[src/rtl/arith_pkg.sv]
// Shared definitions for the serial arithmetic datapath.
//   state_t       : controller state encoding (IDLE / RUN / DONE)
//   DIGIT_DEFAULT : default slice width processed per cycle
//   calc_ndig()   : number of slices in a WIDTH-bit operand
//   calc_cnt_w()  : width of a slice counter that can hold 0..NDIG-1
//   width_ok()    : WIDTH must be a non-zero multiple of DIGIT
package arith_pkg;

  typedef enum logic [1:0] {
    IDLE = 2'd0,
    RUN  = 2'd1,
    DONE = 2'd2
  } state_t;

  localparam int DIGIT_DEFAULT = 4;

  function automatic int calc_ndig(input int width, input int digit);
    return width / digit;
  endfunction

  // A single-slice datapath still needs a 1-bit counter.
  function automatic int calc_cnt_w(input int ndig);
    return (ndig > 1) ? $clog2(ndig) : 1;
  endfunction

  function automatic bit width_ok(input int width, input int digit);
    return (digit > 0) && (width >= digit) && (width % digit == 0);
  endfunction

endpackage

[src/rtl/sub_digit.sv]
// Combinational DIGIT-bit subtract cell: {bout, d} = a - b - bin.
// The borrow-out is the MSB of the DIGIT+1-bit two's-complement difference.
//   a, b : DIGIT-bit slice operands
//   bin  : borrow-in from the previous (less significant) slice
//   d    : DIGIT-bit slice difference
//   bout : borrow-out to the next slice
module sub_digit
  import arith_pkg::*;
#(
  parameter int DIGIT = DIGIT_DEFAULT
) (
  input  logic [DIGIT-1:0] a,
  input  logic [DIGIT-1:0] b,
  input  logic             bin,
  output logic [DIGIT-1:0] d,
  output logic             bout
);

  logic [DIGIT:0] full;

  assign full      = {1'b0, a} - {1'b0, b} - {{DIGIT{1'b0}}, bin};
  assign {bout, d} = full;

endmodule

[src/rtl/sub_8bit_serial.sv]
// Multi-cycle subtractor: diff = (a - b - bin) mod 2^WIDTH, bout = unsigned borrow.
// One DIGIT-wide slice is processed per cycle, LSB first, with the borrow
// rippled through a register. Valid/ready handshake on input and output.
//   clk, rst_n          : clock, synchronous active-low reset
//   in_valid / in_ready : operand handshake (a, b, bin sampled on acceptance)
//   out_valid/out_ready : result handshake (diff, bout held while waiting)
module sub_8bit_serial
  import arith_pkg::*;
#(
  parameter int WIDTH = 8,
  parameter int DIGIT = DIGIT_DEFAULT
) (
  input  logic             clk,
  input  logic             rst_n,
  input  logic             in_valid,
  output logic             in_ready,
  input  logic [WIDTH-1:0] a,
  input  logic [WIDTH-1:0] b,
  input  logic             bin,
  output logic             out_valid,
  input  logic             out_ready,
  output logic [WIDTH-1:0] diff,
  output logic             bout
);

  localparam int NDIG  = calc_ndig(WIDTH, DIGIT);
  localparam int CNT_W = calc_cnt_w(NDIG);
  localparam logic [CNT_W-1:0] LAST = CNT_W'(NDIG - 1);

  if (!width_ok(WIDTH, DIGIT)) begin : g_bad_width
    $error("sub_8bit_serial: WIDTH must be a non-zero multiple of DIGIT");
  end

  state_t           state_q, state_d;
  logic [CNT_W-1:0] cnt_q;
  logic             borrow_q;
  logic [WIDTH-1:0] a_q, b_q;
  logic [WIDTH-1:0] diff_q;
  logic             bout_q;

  logic [DIGIT-1:0] a_slice, b_slice, d_slice;
  logic             borrow_next;
  logic             accept;

  assign accept = (state_q == IDLE) && in_valid;

  // State register.
  always_ff @(posedge clk) begin
    // NOTE: sequential state uses non-blocking assignments so every register
    // samples pre-edge values regardless of statement order.
    if (!rst_n) state_q <= IDLE;
    else        state_q <= state_d;
  end

  // Next-state logic.
  always_comb begin
    // NOTE: default assignment first, so no path leaves state_d unassigned
    // and no latch is inferred.
    state_d = state_q;
    unique case (state_q)
      IDLE:    if (in_valid)         state_d = RUN;
      RUN:     if (cnt_q == LAST)    state_d = DONE;
      DONE:    if (out_ready)        state_d = IDLE;
      default:                       state_d = IDLE;
    endcase
  end

  // Output logic.
  always_comb begin
    in_ready  = (state_q == IDLE);
    out_valid = (state_q == DONE);
  end

  // Select the active slice of the captured operands.
  always_comb begin
    a_slice = '0;
    b_slice = '0;
    for (int k = 0; k < NDIG; k++) begin
      if (cnt_q == CNT_W'(k)) begin
        a_slice = a_q[k*DIGIT +: DIGIT];
        b_slice = b_q[k*DIGIT +: DIGIT];
      end
    end
  end

  sub_digit #(.DIGIT(DIGIT)) u_sub_digit (
    .a    (a_slice),
    .b    (b_slice),
    .bin  (borrow_q),
    .d    (d_slice),
    .bout (borrow_next)
  );

  // Operand capture.
  // NOTE: operand registers carry no reset; they are only read in RUN, which
  // is always preceded by a capture, so resetting them would add no value.
  always_ff @(posedge clk) begin
    if (accept) begin
      a_q <= a;
      b_q <= b;
    end
  end

  // Slice counter, borrow ripple and result registers.
  always_ff @(posedge clk) begin
    if (!rst_n) begin
      cnt_q    <= '0;
      borrow_q <= 1'b0;
      diff_q   <= '0;
      bout_q   <= 1'b0;
    end else if (accept) begin
      cnt_q    <= '0;
      borrow_q <= bin;
    end else if (state_q == RUN) begin
      for (int k = 0; k < NDIG; k++) begin
        if (cnt_q == CNT_W'(k)) diff_q[k*DIGIT +: DIGIT] <= d_slice;
      end
      borrow_q <= borrow_next;
      cnt_q    <= cnt_q + 1'b1;
      if (cnt_q == LAST) bout_q <= borrow_next;
    end
  end

  assign diff = diff_q;
  assign bout = bout_q;

endmodule

[config.mk]
export PLATFORM = sky130hd
export DESIGN_NAME = sub_8bit_serial
export DESIGN_NICKNAME = d
export VERILOG_FILES = /design/src/rtl/arith_pkg.sv /design/src/rtl/sub_digit.sv /design/src/rtl/sub_8bit_serial.sv
export SDC_FILE = /design/constraint.sdc
export NUM_CORES = 1
export LEC_CHECK = 0
export BUFFER_PORTS_ARGS = -buffer_cell sky130_fd_sc_hd__buf_4
export CAP_MARGIN = 30
export CORE_MARGIN = 4
export CORE_UTILIZATION = 50
export DETAILED_ROUTE_END_ITERATION = 10
export PLACE_DENSITY_LB_ADDON = 0.05
export SYNTH_ARGS = -nofsm -noshare
export SYNTH_HDL_FRONTEND = slang
export SYNTH_SLANG_ARGS = --single-unit
[constraint.sdc]
create_clock -name clk -period 5.3 [get_ports clk]
set_clock_uncertainty 0.15 [all_clocks]
set_input_delay 0.795 -clock clk [delete_from_list [all_inputs] [get_ports clk]]
set_output_delay 0.795 -clock clk [all_outputs]
set_load 0.005 [all_outputs]
==> results of run 1 <==
## final cells by class
| type | count | area share, % |
|---|---|---|
| Clock inverter | 1 | 0.314 |
| Timing Repair Buffer | 31 | 14.6 |
| Clock buffer | 7 | 4.09 |
| Multi-Input combinational cell | 60 | 31.1 |
| Sequential cell | 29 | 46.5 |
| Inverter | 4 | 0.943 |
| Tap cell | 30 | 2.36 |
## critical path, cell delays in order (launching register included)
cell and delay (ps):
dfxtp_1 640, mux2_2 410, fa_1 380, inv_1 110, ha_1 200, nor2b_4 50
mux2_4 290, a311oi_2 270, a31o_1 170
## report_power, final
group	internal [mW]	switching (mW)
sequential	0.256	0.00990
clock	0.0768	0.0713
combinational	0.0588	0.0487
total	0.391	0.130
## metal layers
metal / global-route usage (%) / up-vias / share of wire (%)
met5: 0 / - / 0
met4: 10.9 / 0 / 2.8
met3: 4.82 / 7 / 7.7
met2: 23.8 / 29 / 49
met1: 14.9 / 391 / 40
li1: - / 413 / -
## cells by family after synthesis
logic type	Yosys count	share of synthesized area, %
AO/OA/AOI/OAI	17	10.3
XOR/XNOR	2	1.38
adder cells (fa/ha/maj)	6	7.08
buffers and inverters	8	2.85
flip-flops	29	58.2
multiplexers	11	9.73
AND/OR/NAND/NOR	24	10.4
## cell usage after synthesis (all sizes together), types with 2 or more instances
master	n	area share, %
nand2	6	1.8
o21ai	2	0.79
nor2b	5	3.0
buf	3	1.4
and2	2	0.98
mux2	5	5.0
a21oi	5	2.0
fa	2	3.1
a31o	2	1.4
edfxtp	16	38
dfxtp	13	20
ha	4	3.9
o211a	4	3.1
xnor2	2	1.4
mux2i	6	4.7
inv	4	1.2
nor2	7	2.1
o21a	2	1.2
## flip-flops by register name, indices dropped and copies added (netlist names)
name and flops:
a_q 8, b_q 8, diff 8, state_q 2
borrow_q 1, bout 1, cnt_q 1
## metrics by stage
stage / setup slack [ps] / instances / hold slack [ps] / total power [mW]
after floorplan: 2780 / 97 / 345 / 0.343
after global placement: 2660 / 154 / 330 / 0.376
after detailed placement: 2560 / 154 / 342 / 0.380
after CTS: 2540 / 162 / 365 / 0.529
after global routing: 2420 / 162 / 384 / 0.555
final: 2570 / 162 / 358 / 0.521
## worst paths after layout
check / from / endpoint / slack [ps] / cells after the start
worst min-delay path: diff[0] / diff[0] / 360 / 1
worst min register to register: diff[0] / diff[0] / 360 / 1
worst max register to register: cnt_q / diff[3] / 2570 / 8
worst max-delay path: cnt_q / diff[3] / 2570 / 8
==> flow_metrics.py, run 1 <==
metrics = {
    "sta": {
        "rsz0062_at_grt": "no",
        "worst_slew_pin_slew_ps": 722,
        "clock.fmax_ghz": 0.367,
        "slew_headroom_pct": 51.9,
        "hold_violations": 0,
        "setup_viol": 0,
        "layout_min_cycle_time_ps": 2730,
        "final.period_utilization_pct": 51.4,
        "fin_tns_setup_ps": 0,
        "slew_violations": 0,
    },
    "detailed_routing": {
        "drt_iter0_markers": 15,
        "first_pass_iters": 4,
        "drc": 0,
        "totalWireLength_um": 2120,
        "vias": 840,
        "avgRoutedWirePerCell_um": 13.1,
        "final_antenna_net_count": 0,
        "vias_per_cell": 5.19,
    },
    "pwr": {
        "power.leakage_nw": 0.693,
        "p_per_area_nw_per_um2": 327,
        "ir_worst_vdd_mv": 0.213,
    },
    "floorplan": {
        "die_w_um": 58.4,
        "start_util_pct": 51.8,
        "ioPinCount": 32,
        "rows": 18,
        "die_h_um": 58.4,
        "fp.coreArea_um2": 2450,
        "die_area_um2": 3420,
    },
    "clocking": {
        "htreeDepth": 2,
        "postCtsResizedCells": 0,
        "cts-root-buf": "clkbuf_4",
        "cts.clk_slew.worst_paths_ps": 90,
        "cts_tree": "built",
        "clockBufferDepth": 2,
        "numCtsBuffers": 5,
        "cts_setup_buffers": 0,
        "clock_latency_ps": 320,
        "cts.sinks": 29,
        "holdBufCountCts": 0,
    },
    "layout": {
        "multiInputGateArea_um2": 495,
        "regArea_um2": 741,
        "nets": 158,
        "syn_to_final_growth_pct": 25.1,
        "fin_area_um2": 1590,
        "final.fill_count": 209,
        "fin_util_pct": 64.8,
        "diodes": 0,
        "layout_commonest_cell": "buf_4",
        "final_cell_mix": "buf_4, edfxtp_1, dfxtp_1, nor2_1",
        "drive_gt1_share_pct": 35.6,
    },
    "logic_synthesis": {
        "synth_seq_cells": 29,
        "synth_nets": 124,
        "yosysWarnings": 0,
        "postSynthAreaPerCell_um2": 13.1,
        "yosysSeqAreaShare_pct": 58.2,
        "synth_cell_types": 28,
        "postSynthCellCount": 97,
        "syn_area_um2": 1270,
        "synth_flop_cell": "edfxtp_1",
        "synth_edf_count": 16,
        "synthArstFlopShare_pct": 0,
    },
    "global_routing": {
        "grt_pass1_wl_um": 3550,
        "overflow": 0,
        "antenna_found_initial": 0,
        "grt_use_total_pct": 14.4,
        "grt_max_degree": 18,
        "grt_pass1_vias": 830,
    },
    "setup_path": {
        "crit_arrival_ps": 2850,
        "cp_max_fo": 11,
        "critPathCaptureType": "flop",
        "worstPathRequired_ps": 5430,
        "startpoint_type": "flop",
        "crit_type": "reg -> reg",
    },
    "status": {
        "status": "complete, no violations",
    },
    "placement": {
        "globalplace.congestion": 0.798,
        "place_area_um2": 1520,
        "place.port_buffers": 31,
        "hpwl_um": 1600,
    },
    "worst_hold_path": {
        "hp-class": "reg -> reg",
    },
    "flow_run": {
        "drv.max_cap_violation_count": 0,
    },
}
(Power assumes the default switching activity.)
==> run 2: changes to the inputs <==
Clock period 5.3 ns to 2.6 ns, I/O delays scaled along.
==> flow_metrics.py, run 2 (synthesis gave the netlist of run 1 again) <==
metrics = {
    "clocking": {
        "postCtsResizedCells": 0,
        "holdBufCountCts": 0,
        "clock_latency_ps": 320,
        "cts.sinks": 29,
        "numCtsBuffers": 5,
        "cts_tree": "built",
        "cts-root-buf": "clkbuf_4",
        "clockBufferDepth": 2,
        "htreeDepth": 2,
        "cts.clk_slew.worst_paths_ps": 80,
        "cts_setup_buffers": 0,
    },
    "layout": {
        "syn_to_final_growth_pct": 25.2,
        "layout_commonest_cell": "buf_4",
        "final_cell_mix": "buf_4, edfxtp_1, dfxtp_1, nor2_1, nand2_1",
        "diodes": 0,
        "final.fill_count": 205,
        "nets": 160,
        "drive_gt1_share_pct": 35.8,
    },
    "pwr": {
        "p_per_area_nw_per_um2": 639,
        "power.leakage_nw": 0.691,
        "total_power_mw": 1.02,
        "ir_worst_vdd_mv": 0.469,
    },
    "detailed_routing": {
        "drc": 0,
        "first_pass_iters": 2,
        "totalWireLength_um": 2190,
        "vias": 834,
        "drt_iter0_markers": 27,
        "final_antenna_net_count": 0,
        "vias_per_cell": 5.09,
        "avgRoutedWirePerCell_um": 13.4,
    },
    "global_routing": {
        "overflow": 0,
        "grt_pass1_vias": 860,
        "antenna_found_initial": 0,
        "grt_use_total_pct": 14.9,
        "grt_max_degree": 18,
        "grt_pass1_wl_um": 3680,
    },
    "sta": {
        "clock.fmax_ghz": 0.414,
        "worst_slew_pin_slew_ps": 737,
        "slew_headroom_pct": 50.8,
        "setup_viol": 0,
        "fin_tns_setup_ps": 0,
        "hold_violations": 0,
        "rsz0062_at_grt": "no",
        "slew_violations": 0,
        "final.period_utilization_pct": 93.0,
        "layout_min_cycle_time_ps": 2420,
    },
    "floorplan": {
        "rows": 18,
        "ioPinCount": 32,
        "die_h_um": 58.4,
        "die_w_um": 58.4,
        "fp.coreArea_um2": 2450,
        "die_area_um2": 3420,
        "start_util_pct": 51.8,
    },
    "setup_path": {
        "startpoint_type": "flop",
        "crit_arrival_ps": 2530,
        "critPathCaptureType": "flop",
        "crit_type": "reg -> reg",
        "reg2reg_setup_slack_ps": 180,
        "worstPathRequired_ps": 2720,
        "cp_max_fo": 7,
    },
    "placement": {
        "place.port_buffers": 31,
        "hpwl_um": 1680,
        "globalplace.congestion": 0.822,
    },
    "status": {
        "status": "complete, no violations",
    },
    "worst_hold_path": {
        "hp-class": "in -> reg",
    },
    "flow_run": {
        "drv.max_cap_violation_count": 0,
    },
}
[run 2: worst paths after layout]
kind | to | startpoint | depth (start not counted)
setup / recovery | diff[7] | cnt_q | 8
setup reg to reg | diff[7] | cnt_q | 8
hold / removal | a_q[6] | a[6] | 1
hold reg to reg | diff[2] | diff[2] | 1
[run 2: routing by layer]
layer	vias up	part of all wire (%)	track usage (%)
li1	418	-	-
met1	387	41	15.9
met2	27	50	25.0
met3	2	8.4	7.24
met4	0	0.68	5.96
met5	-	0	0
[run 2: report_power, final]
| part | switching [mW] | internal, mW | leakage [nW] |
|---|---|---|---|
| Sequential | 0.0176 | 0.521 | 0.260 |
| Combinational | 0.107 | 0.124 | 0.404 |
| Clock | 0.141 | 0.108 | 0.0265 |
| Total | 0.266 | 0.753 | 0.691 |
[run 2: area by class of cell]
| cell class | count | area (um2) | share of cell area [%] |
|---|---|---|---|
| sequential | 29 | 744 | 46.7 |
| tap | 30 | 37.5 | 2.36 |
| inverter | 4 | 15.0 | 0.943 |
| timing repair buffer | 33 | 248 | 15.6 |
| clock buffer | 8 | 48.8 | 3.06 |
| multi-input combinational | 60 | 499 | 31.3 |
[run 2: metrics by stage]
stage	std cells	hold slack, ps	utilization [%]	area [um2]	worst slack, ps
2_1_floorplan	97	339	-	1270	82.8
3_3_place_gp	156	330	62.6	1540	84.2
3_5_place_dp	156	342	62.6	1540	58.4
4_1_cts	164	74.9	64.6	1590	33.3
5_1_grt	164	51.7	64.9	1590	30.9
6_report	164	92.2	64.9	1590	183
[run 2: critical path, stage by stage, from the launching register on]
cell and delay [ps]:
dfxtp_4 380, mux2_2 350, fa_1 380, inv_1 110
ha_1 210, nor2b_4 60, mux2_4 300, a311oi_2 270
a31o_1 170
==> run 3: changes to the inputs <==
Settings changed: ABC_AREA set to 1.
==> flow_metrics.py, run 3 <==
metrics = {
    "pwr": {
        "p_int_mw": 0.715,
        "ir_worst_vdd_mv": 0.486,
        "switching_share_pct": 27.5,
        "pwr-share-clk_pct": 25.0,
        "power.leakage_nw": 0.758,
        "comb_power_share_pct": 20.7,
        "p_switching_mw": 0.271,
        "seq_power_share_pct": 54.4,
        "p_per_area_nw_per_um2": 605,
    },
    "layout": {
        "multiInputGateArea_um2": 475,
        "diodes": 0,
        "nets": 190,
        "fin_util_pct": 65.1,
        "final_cell_mix": "buf_4, nand2_1, inv_1, edfxtp_1, dfxtp_1",
        "drive_gt1_share_pct": 32.3,
        "layout_commonest_cell": "buf_4",
        "syn_to_final_growth_pct": 22.7,
        "final.fill_count": 222,
        "regArea_um2": 741,
    },
    "logic_synthesis": {
        "yosysTopAreaCell": "edfxtp_1",
        "syn_area_um2": 1330,
        "synth_top_area_share_pct": 36.2,
        "yosysWarnings": 0,
        "postSynthCellCount": 127,
        "synth_edf_count": 16,
        "synth_cell_types": 26,
        "synthArstFlopShare_pct": 0,
        "yosys-top-cells-area": "edfxtp_1, dfxtp_1, nand2_1",
        "synth_nets": 154,
        "synth_flop_cell": "edfxtp_1",
        "synth_seq_cells": 29,
        "yosysSeqAreaShare_pct": 55.8,
        "synth.most_common_cell": "nand2_1",
        "synth_common_cells": "nand2_1, inv_1, edfxtp_1",
        "postSynthAreaPerCell_um2": 10.4,
    },
    "setup_path": {
        "critPathCaptureType": "flop",
        "worst_path_max_delay_cell": "dfxtp_1",
        "reg2reg_setup_slack_ps": 310,
        "cp_max_fo": 8,
        "rr_worst_depth": 11,
        "reg2reg_from": "cnt_q",
        "startpoint_type": "flop",
        "timing.rr.end": "borrow_q",
        "worstPathRequired_ps": 2700,
        "slowest_delay_ps": 540,
        "crit_type": "reg -> reg",
        "critical-path-top-delay-family": "adder cells",
        "crit_arrival_ps": 2380,
        "path_cells": "mux2i_1, fa_1, inv_1, fa_1, inv_1, nand2_1, nand2_1, nand2_1, nand2_1, nand3_1, a21oi_1",
        "cp_num_buf_inv": 2,
        "crit_top_cell": "nand2_1",
    },
    "detailed_routing": {
        "first_pass_iters": 4,
        "avgRoutedWirePerCell_um": 10.7,
        "totalWireLength_um": 2070,
        "drc": 0,
        "vias": 919,
        "vias_per_cell": 4.74,
        "final_antenna_net_count": 0,
        "drt_iter0_markers": 12,
    },
    "global_routing": {
        "antenna_found_initial": 0,
        "grt_use_total_pct": 14.5,
        "grt_pass1_vias": 929,
        "grt_pass1_wl_um": 3730,
        "grt_max_degree": 18,
        "overflow": 0,
    },
    "clocking": {
        "cts_tree": "built",
        "holdBufCountCts": 0,
        "cts-root-buf": "clkbuf_4",
        "clockBufferDepth": 2,
        "cts.sinks": 29,
        "numCtsBuffers": 5,
        "postCtsResizedCells": 0,
        "cts_setup_buffers": 0,
        "htreeDepth": 2,
        "cts.clk_slew.worst_paths_ps": 90,
        "clock_latency_ps": 320,
    },
    "floorplan": {
        "die_h_um": 59.5,
        "die_area_um2": 3540,
        "ioPinCount": 32,
        "rows": 18,
        "die_w_um": 59.5,
        "fp.coreArea_um2": 2500,
        "start_util_pct": 53.1,
    },
    "sta": {
        "worst_slew_pin_slew_ps": 586,
        "fin_tns_setup_ps": 0,
        "hold_violations": 0,
        "setup_viol": 0,
        "layout_min_cycle_time_ps": 2290,
        "slew_headroom_pct": 60.9,
        "final.period_utilization_pct": 87.9,
        "clock.fmax_ghz": 0.438,
        "rsz0062_at_grt": "no",
        "slew_violations": 0,
    },
    "worst_hold_path": {
        "hold_path_depth": 1,
        "min_to": "b_q[1]",
        "hp-class": "in -> reg",
        "worstHoldStart": "b[1]",
    },
    "placement": {
        "place.port_buffers": 31,
        "globalplace.congestion": 0.757,
        "hpwl_um": 1700,
    },
    "flow_run": {
        "drv.max_cap_violation_count": 0,
    },
    "status": {
        "status": "complete, no violations",
    },
}
run 3: changes by cell type in the layout (fill, tap and decap cells not counted), moves of 3 or more:
cell / delta
nand2_1: +18
inv_1: +16
nand3_1: +4
nor2b_1: -4
o211a_1: -4
mux2_2: -3
o21ai_0: +3
run 3: how the worst max path moves through the flow:
stage,start,to,cells after the start
CTS,cnt_q,borrow_q,11
detailed placement,cnt_q,bout,15
global route,cnt_q,bout,15
global placement,cnt_q,borrow_q,11
floorplan,cnt_q,bout,13
finish,cnt_q,borrow_q,11
run 3: cell families after synthesis:
logic type,share of synthesized area (%)
flip-flops,55.8
adder cells (fa/ha/maj),6.79
AO/OA/AOI/OAI,8.21
AND/OR/NAND/NOR,17.8
buffers and inverters,8.30
multiplexers,3.02
run 3: stage by stage:
| stage | hold WS [ps] | cell area, um2 | total power [mW] | worst slack [ps] | instances |
|---|---|---|---|---|---|
| after floorplan | 339 | 1330 | 0.683 | 540 | 127 |
| after global placement | 348 | 1580 | 0.748 | 389 | 186 |
| after detailed placement | 361 | 1580 | 0.755 | 309 | 186 |
| after CTS | 73.7 | 1630 | 1.00 | 292 | 194 |
| after global routing | 65.3 | 1630 | 1.06 | 34.2 | 194 |
| final | 91.6 | 1630 | 0.985 | 315 | 194 |
run 3: cell type report:
type                       instances  area share (%)
clock buffer                       6            2.54
clock inverter                     2           0.615
inverter                          22            5.07
multi-input combinational         73            29.2
sequential                        29            45.5
tap                               30            2.31
timing repair buffer              32            14.8
run 3: worst register-to-register path, cell delays in order (launching register included):
cell and delay (ps):
dfxtp_1 540, mux2i_1 280, fa_1 200, inv_1 70, fa_1 410, inv_1 60
nand2_1 90, nand2_1 90, nand2_1 50, nand2_1 70, nand3_1 70, a21oi_1 130
run 3: power by group through the flow:
stage | clock network [mW] | registers [mW] | logic (mW)
after floorplan | 0 | 0.542 | 0.140
after detailed placement | 0 | 0.547 | 0.208
final | 0.246 | 0.536 | 0.204
after global placement | 0 | 0.546 | 0.202
after CTS | 0.259 | 0.536 | 0.208
after global routing | 0.282 | 0.540 | 0.238
run 3: layer usage:
| layer | routed length (um) | GRT usage, % | up-vias |
|---|---|---|---|
| li1 | - | - | 485 |
| met1 | 833 | 16.2 | 405 |
| met2 | 1030 | 23.7 | 25 |
| met3 | 174 | 7.19 | 4 |
| met4 | 31 | 5.70 | 0 |
| met5 | 0 | 0 | - |
